===== src/rtl/led_shift_driver.sv =====
// led_shift_driver
// Serializes a parallel LED/GPIO word, MSB first, onto an external
// 74HC595-style shift-register chain. A write that arrives while a frame is
// in flight is parked in a one-deep pending buffer (last write wins). That
// word is sent straight after the current frame's latch pulse.
//
// Ports:
//   clk     system clock, rising edge
//   rst     synchronous active-high reset
//   load    one-cycle strobe, capture par_in
//   par_in  parallel word to serialize
//   sclk    serial shift clock (DIV cycles low, DIV cycles high per bit)
//   sdata   serial data, changes only when sclk goes low
//   slatch  storage-register latch pulse, DIV cycles wide
//   busy    high while a frame is shifted or latched
//   done    one-cycle pulse when a frame's latch pulse closes
module led_shift_driver #(
    parameter int unsigned WIDTH = 16,
    parameter int unsigned DIV   = 4
) (
    input  logic             clk,
    input  logic             rst,
    input  logic             load,
    input  logic [WIDTH-1:0] par_in,
    output logic             sclk,
    output logic             sdata,
    output logic             slatch,
    output logic             busy,
    output logic             done
);

    localparam int unsigned DIV_W = $clog2(DIV) + 1;
    localparam int unsigned BIT_W = $clog2(WIDTH) + 1;
    localparam logic [DIV_W-1:0] DIV_LAST = DIV_W'(DIV - 1);
    localparam logic [BIT_W-1:0] BIT_LAST = BIT_W'(WIDTH - 1);

    typedef enum logic [1:0] {StIdle, StShift, StLatch} state_e;

    state_e             state_q, state_d;
    logic [WIDTH-1:0]   sreg_q, sreg_d;
    logic [WIDTH-1:0]   pend_word_q, pend_word_d;
    logic               pend_q, pend_d;
    logic [DIV_W-1:0]   div_q, div_d;
    logic [BIT_W-1:0]   bit_q, bit_d;
    logic               sclk_q, sclk_d;
    logic               sdata_q, sdata_d;
    logic               slatch_q, slatch_d;
    logic               busy_q, busy_d;
    logic               done_q, done_d;

    // Frame start is shared by IDLE and the LATCH-close handoff.
    logic               start_en;
    logic [WIDTH-1:0]   start_word;

    always_comb begin
        state_d     = state_q;
        sreg_d      = sreg_q;
        pend_word_d = pend_word_q;
        pend_d      = pend_q;
        div_d       = div_q;
        bit_d       = bit_q;
        sclk_d      = sclk_q;
        sdata_d     = sdata_q;
        slatch_d    = slatch_q;
        busy_d      = busy_q;
        done_d      = 1'b0;
        start_en    = 1'b0;
        start_word  = par_in;

        unique case (state_q)
            StIdle: begin
                if (load) begin
                    start_en   = 1'b1;
                    start_word = par_in;
                end
            end

            StShift: begin
                if (load) begin
                    pend_d      = 1'b1;
                    pend_word_d = par_in;
                end
                if (div_q == DIV_LAST) begin
                    div_d = '0;
                    if (!sclk_q) begin
                        sclk_d = 1'b1;
                    end else begin
                        sclk_d = 1'b0;
                        if (bit_q != BIT_LAST) begin
                            bit_d   = bit_q + BIT_W'(1);
                            sdata_d = sreg_q[WIDTH-2];
                            sreg_d  = sreg_q << 1;
                        end else begin
                            sdata_d  = 1'b0;
                            slatch_d = 1'b1;
                            state_d  = StLatch;
                        end
                    end
                end else begin
                    div_d = div_q + DIV_W'(1);
                end
            end

            StLatch: begin
                if (div_q == DIV_LAST) begin
                    div_d    = '0;
                    slatch_d = 1'b0;
                    done_d   = 1'b1;
                    // A load on the closing edge is newer than any pending word.
                    if (load || pend_q) begin
                        start_en   = 1'b1;
                        start_word = load ? par_in : pend_word_q;
                        pend_d     = 1'b0;
                    end else begin
                        state_d = StIdle;
                        busy_d  = 1'b0;
                    end
                end else begin
                    div_d = div_q + DIV_W'(1);
                    if (load) begin
                        pend_d      = 1'b1;
                        pend_word_d = par_in;
                    end
                end
            end

            default: begin
                state_d = StIdle;
                busy_d  = 1'b0;
            end
        endcase

        if (start_en) begin
            state_d = StShift;
            sreg_d  = start_word;
            sdata_d = start_word[WIDTH-1];
            sclk_d  = 1'b0;
            busy_d  = 1'b1;
            div_d   = '0;
            bit_d   = '0;
        end
    end

    always_ff @(posedge clk) begin
        if (rst) begin
            state_q     <= StIdle;
            sreg_q      <= '0;
            pend_word_q <= '0;
            pend_q      <= 1'b0;
            div_q       <= '0;
            bit_q       <= '0;
            sclk_q      <= 1'b0;
            sdata_q     <= 1'b0;
            slatch_q    <= 1'b0;
            busy_q      <= 1'b0;
            done_q      <= 1'b0;
        end else begin
            state_q     <= state_d;
            sreg_q      <= sreg_d;
            pend_word_q <= pend_word_d;
            pend_q      <= pend_d;
            div_q       <= div_d;
            bit_q       <= bit_d;
            sclk_q      <= sclk_d;
            sdata_q     <= sdata_d;
            slatch_q    <= slatch_d;
            busy_q      <= busy_d;
            done_q      <= done_d;
        end
    end

    assign sclk   = sclk_q;
    assign sdata  = sdata_q;
    assign slatch = slatch_q;
    assign busy   = busy_q;
    assign done   = done_q;

endmodule


===== config.mk =====
export PLATFORM = sky130hd
export DESIGN_NAME = led_shift_driver
export DESIGN_NICKNAME = d
export VERILOG_FILES = /design/src/rtl/led_shift_driver.sv
export SDC_FILE = /design/constraint.sdc
export NUM_CORES = 1
export LEC_CHECK = 0
export ABC_AREA = 1
export CORE_MARGIN = 2
export CORE_UTILIZATION = 45
export DETAILED_ROUTE_END_ITERATION = 10
export MAX_ROUTING_LAYER = met4
export PLACE_DENSITY = 0.73
export SLEW_MARGIN = 20
export SYNTH_ARGS = -nofsm -noshare
export SYNTH_HDL_FRONTEND = slang
export SYNTH_SLANG_ARGS = --single-unit

===== constraint.sdc =====
create_clock -name clk -period 4.1 [get_ports clk]
set_clock_uncertainty 0.15 [all_clocks]
set_input_delay 1.025 -clock clk [delete_from_list [all_inputs] [get_ports clk]]
set_output_delay 1.025 -clock clk [all_outputs]
set_load 0.05 [all_outputs]

## After elaboration in Yosys (flattened, before gate mapping)

Index checks and enable logic that the tools add are counted.
W data, S select, Z words.

| word-level totals | value |
|---|---|
| bits in registers | 47 |
| bits in latches | 0 |
| memory bits (writable) | 0 |
| bits in read-only memories | 0 |
| output and inout port bits | 5 |
| word-level logic and storage cells | 98 |
| memories | 0 |

| operators by class | value |
|---|---|
| $add $sub $neg | 2 |
| $mul | 0 |
| div/mod/pow operators | 0 |
| $lt $le $gt $ge | 0 |
| equality and inequality tests | 18 |
| shifts and indexed selects | 0 |
| multiplexer cells | 43 |
| bitwise gates (word level) | 2 |
| reduce and logical (&&, ||, !) cells | 21 |

Operators by type and width:

| cell | count |
|---|---|
| $mux W16 | 5 |
| $mux W15 | 5 |
| $pmux W16 S2 | 1 |
| $mux W1 | 21 |
| $ne A3 B3 Y1 const B | 6 |
| $ne A2 B2 Y1 const B | 7 |
| $reduce_and A6 Y1 | 2 |
| $mux W2 | 5 |
| $reduce_bool A2 Y1 | 5 |
| $pmux W1 S2 | 4 |
| $reduce_and A4 Y1 | 2 |
| $reduce_or A2 Y1 | 4 |
| $pmux W2 S3 | 1 |
| $reduce_and A2 Y1 | 3 |
| $reduce_and A3 Y1 | 2 |
| $add A5 B1 Y5 const B | 1 |
| $ne A5 B4 Y1 const B | 1 |
| $reduce_and A5 Y1 | 1 |
| $add A3 B1 Y3 const B | 1 |
| $eq A3 B2 Y1 const B | 1 |
| $mux W3 | 1 |
| $eq A2 B1 Y1 const B | 1 |
| $eq A2 B2 Y1 const B | 1 |
| $logic_not A2 Y1 | 1 |
| 3 further kinds | 4 |

## Depth between registers and ports, before layout

| logic depth | value |
|---|---|
| word-level depth | 6 |
| depth in mapped cells | 12 |

## Worst setup path before layout

OpenSTA, ideal clock, no wires.

| path | value |
|---|---|
| kind | input port to flip-flop |
| start point | input load |
| end point | register sreg_q[13] |
| setup time | 0.113 ns |
| arrival | 1.889 ns |
| required time | 3.837 ns |
| path slack | 1.948 ns |
| cell stages on the path | 10 |
| cell sequence | buf_4 -> inv_2 -> nand2_2 -> nand3_4 -> buf_6 -> buf_6 -> nand3_1 -> nand3_1 -> nor2_1 -> nor2_1 |

| on the way | value |
|---|---|
| cells in the longest elaborated chain, start to end | 6 |
| elaborated cells on any way between the ends | 15 |
| those cells by class | 9 x mux; 6 x reduce/logical |

Ends and longest elaborated chain:

| item | RTL line | RTL |
|---|---|---|
| start: declaration | 23 | `input logic load,` |
| $logic_or A1 B1 Y1 | 110 | `if (load \|\| pend_q) begin` |
| $mux W1 | 110 |  |
| $mux W1 | 105 | `if (div_q == DIV_LAST) begin` |
| $pmux W1 S2 | 70 | `unique case (state_q)` |
| $reduce_bool A2 Y1 (no source line) | n/a |  |
| $reduce_and A4 Y1 (no source line) | n/a |  |
| end signal: assignment | 159 | `sreg_q <= sreg_d;` |
| end: declaration | 40 | `logic [WIDTH-1:0] sreg_q, sreg_d;` |

Parallel ways exist; a longest one is shown, timed or not.
A chain may end at the register's enable or synchronous reset.

## Final worst setup path

| path | value |
|---|---|
| start point | register sclk_q, in the netlist sclk |
| end point | output sclk |

RTL lines:

| item | RTL line | RTL |
|---|---|---|
| start: declaration | 45 | `logic sclk_q, sclk_d;` |
| start signal: assignment | 164 | `sclk_q <= sclk_d;` |
| end: declaration | 25 | `output logic sclk,` |

No word-level cell between the ends.

==> results.yml <==
outcome:
  status: "finished, final reports clean"
global_route:
  grt.total_usage_pct: 18.4
  grt_pass1_wl_mm: 9.27
  grt_max_degree: 34
  grt_pass1_vias: 2033
  antenna_found_initial: 0
  grt-ovfl-total: 0
place:
  gp_congestion: 0.803
  portBuffers: 23
  post-dp-hpwl_mm: 3.88
power:
  p_int_uw: 811
  power_frac_seq_pct: 44.1
  p_per_area_nw_per_um2: 396
  p_leak_nw: 1.32
  switchingPower_uw: 374
  p_sw_share_pct: 31.6
  finalPower_mw: 1.19
  p_clk_share_pct: 31.4
  ir_drop_mv: 0.185
  combPwrFrac_pct: 24.6
setup_path:
  critPathTopFamily: "buffers and inverters"
  worstPathArrival_ns: 1.56
  max_stage_delay_ns: 0.85
  start_kind: "register"
  cp_max_fo: 4
  cp_num_buf_inv: 1
  r2r-start: "div_q[0]"
  worstPathRequired_ns: 2.92
  setup.worst_path.class: "register to output port"
  end_kind: "output port"
  cp_slowest_cell: "clkdlybuf4s50_1"
  crit_chain: "clkdlybuf4s50_1"
  crit_path_start: "sclk"
cts:
  worstSkewPairLatency_ns: 0.31
  clk_path_buf_depth: 2
  root_buffer: "clkbuf_8"
  ctsResizeCount: 0
  cts_buffers: 5
  clk_pin_slew_ns: 0.10
  cts_max_level: 2
  cts_tree: "yes"
  cts.sinks: 47
  hold_buffers: 0
  post-cts-setup-buffer-count: 0
logic_synthesis:
  ys_seq_elements: 47
  synthFlopType: "dfxtp_1"
  synth_nets: 434
  ys_top_cells_by_count: "105 x nand2_1, 58 x inv_1, 47 x dfxtp_1"
  synth-edff-count: 0
  synth_area_leaders: "dfxtp_1 35%, nand2_1 15%, inv_1 8.2%"
  yosys.cell_count.top_type: "nand2_1"
  yosysTopAreaCellShare_pct: 35.4
  syn_inst: 409
  postSynthAreaPerCell_um2: 6.50
  ys_seq_area_share_pct: 35.4
  syn_area_um2: 2660
  synth_warnings: 0
  synth_top_cell_by_area: "dfxtp_1"
  async_flop_share_pct: 0
  ys_types: 28
routing:
  wl_per_cell_um: 11.1
  avgViaCountPerCell: 4.86
  initialDrtViolationCount: 135
  drt-total-wl_mm: 5.50
  vias: 2422
  ant_nets: 0
  drt_pass1_iterations: 4
  route.detailed.drc: 0
timing:
  timing.final.crit_share_pct: 66.8
  drv_slew: 0
  setup_viol: 0
  tightestPinTransition_ns: 0.637
  period_minus_slack_ns: 2.74
  grt_setup_unrepaired: "no"
  max_freq_mhz: 365
  setup_tns_ns: 0
  relSlewSlack_pct: 57.5
  finalHoldViolCount: 0
floorplan:
  dieArea_um2: 6540
  fp-row-count: 28
  fp.dieH_um: 80.9
  dieWidth_um: 80.9
  io_pins: 24
  start_util_pct: 45.7
  core_um2: 5820
run:
  cap_violations: 0
min_path:
  min_path_type: "register to register"
  hold_path_startpoint: "pend_word_q[13]"
finish:
  fin_nets: 447
  diodes: 0
  drive_above_1_share_pct: 7.09
  syn_to_final_growth_pct: 12.6
stage by stage:
stage	setup slack (ns)	utilization [%]	instance area [um2]	hold slack, ns	cells
2_1_floorplan	1.95	-	2660	0.275	409
3_3_place_gp	1.12	49.4	2870	0.287	490
3_5_place_dp	1.07	49.4	2870	0.292	490
4_1_cts	1.35	51.5	3000	0.306	498
5_1_grt	1.25	51.5	3000	0.331	498
6_report	1.36	51.5	3000	0.304	498
logic make-up (layout without fill, tap and decap cells):
family | after synthesis | after routing | share of synthesized area (%)
buffers and inverters | 82 | 96 | 13.6
DFF | 47 | 47 | 35.4
muxes | 1 | 1 | 0.376
adders and majority gates | 6 | 6 | 2.82
and+or+nand+nor | 211 | 211 | 35.5
AOI/OAI and AO/OA | 62 | 62 | 12.3
final timing paths:
kind / end / slack (ns) / depth (start not counted)
worst min-delay path: pend_word_q[13] / 0.30 / 2
worst max-delay path: sclk / 1.36 / 1
worst max register to register: sreg_q[2] / 1.92 / 10
worst min register to register: pend_word_q[13] / 0.30 / 2
layout by cell type (no fill, tap or decap), types with 5 or more instances in the layout:
cell type / netlist / routed
or2_0: 6 / 6
o21ai_0: 26 / 26
ha_1: 6 / 6
clkbuf_8: 0 / 6
nand2_1: 105 / 105
inv_2: 5 / 5
dfxtp_1: 47 / 47
clkdlybuf4s50_1: 0 / 23
nand3_1: 34 / 34
inv_1: 58 / 58
nor2_1: 44 / 44
or2_1: 6 / 6
a21oi_1: 26 / 26
sequential cells by signal, summed over array words and instances (netlist names):
signal and cells:
pend_q 1, sclk 1, bit_q 5, pend_word_q 16, done 1, div_q 3
sdata 1, busy 1, sreg_q 15, slatch 1, state_q 2
final cells by class:
type                       instances  area [um2]
clock inverter                     2        38.8
multi-input combinational        280        1360
tap                               75        93.8
clock buffer                       6        82.6
sequential                        47         941
inverter                          63         236
fill                             621        2820
timing repair buffer              25         245
metal layers:
metal	wire, um	up-vias	track usage [%]
met5	0	-	-
met4	36	0	5.08
met3	177	5	3.33
met2	2640	28	28.8
met1	2650	1101	24.4
li1	-	1288	-
power groups by stage:
stage	Combinational (mW)	Clock (mW)	Sequential, mW
floorplan	0.232	0	0.537
global placement	0.284	0	0.532
detailed placement	0.291	0	0.533
CTS	0.292	0.379	0.522
global route	0.335	0.397	0.528
finish	0.291	0.372	0.522
(Power assumes the default switching activity.)
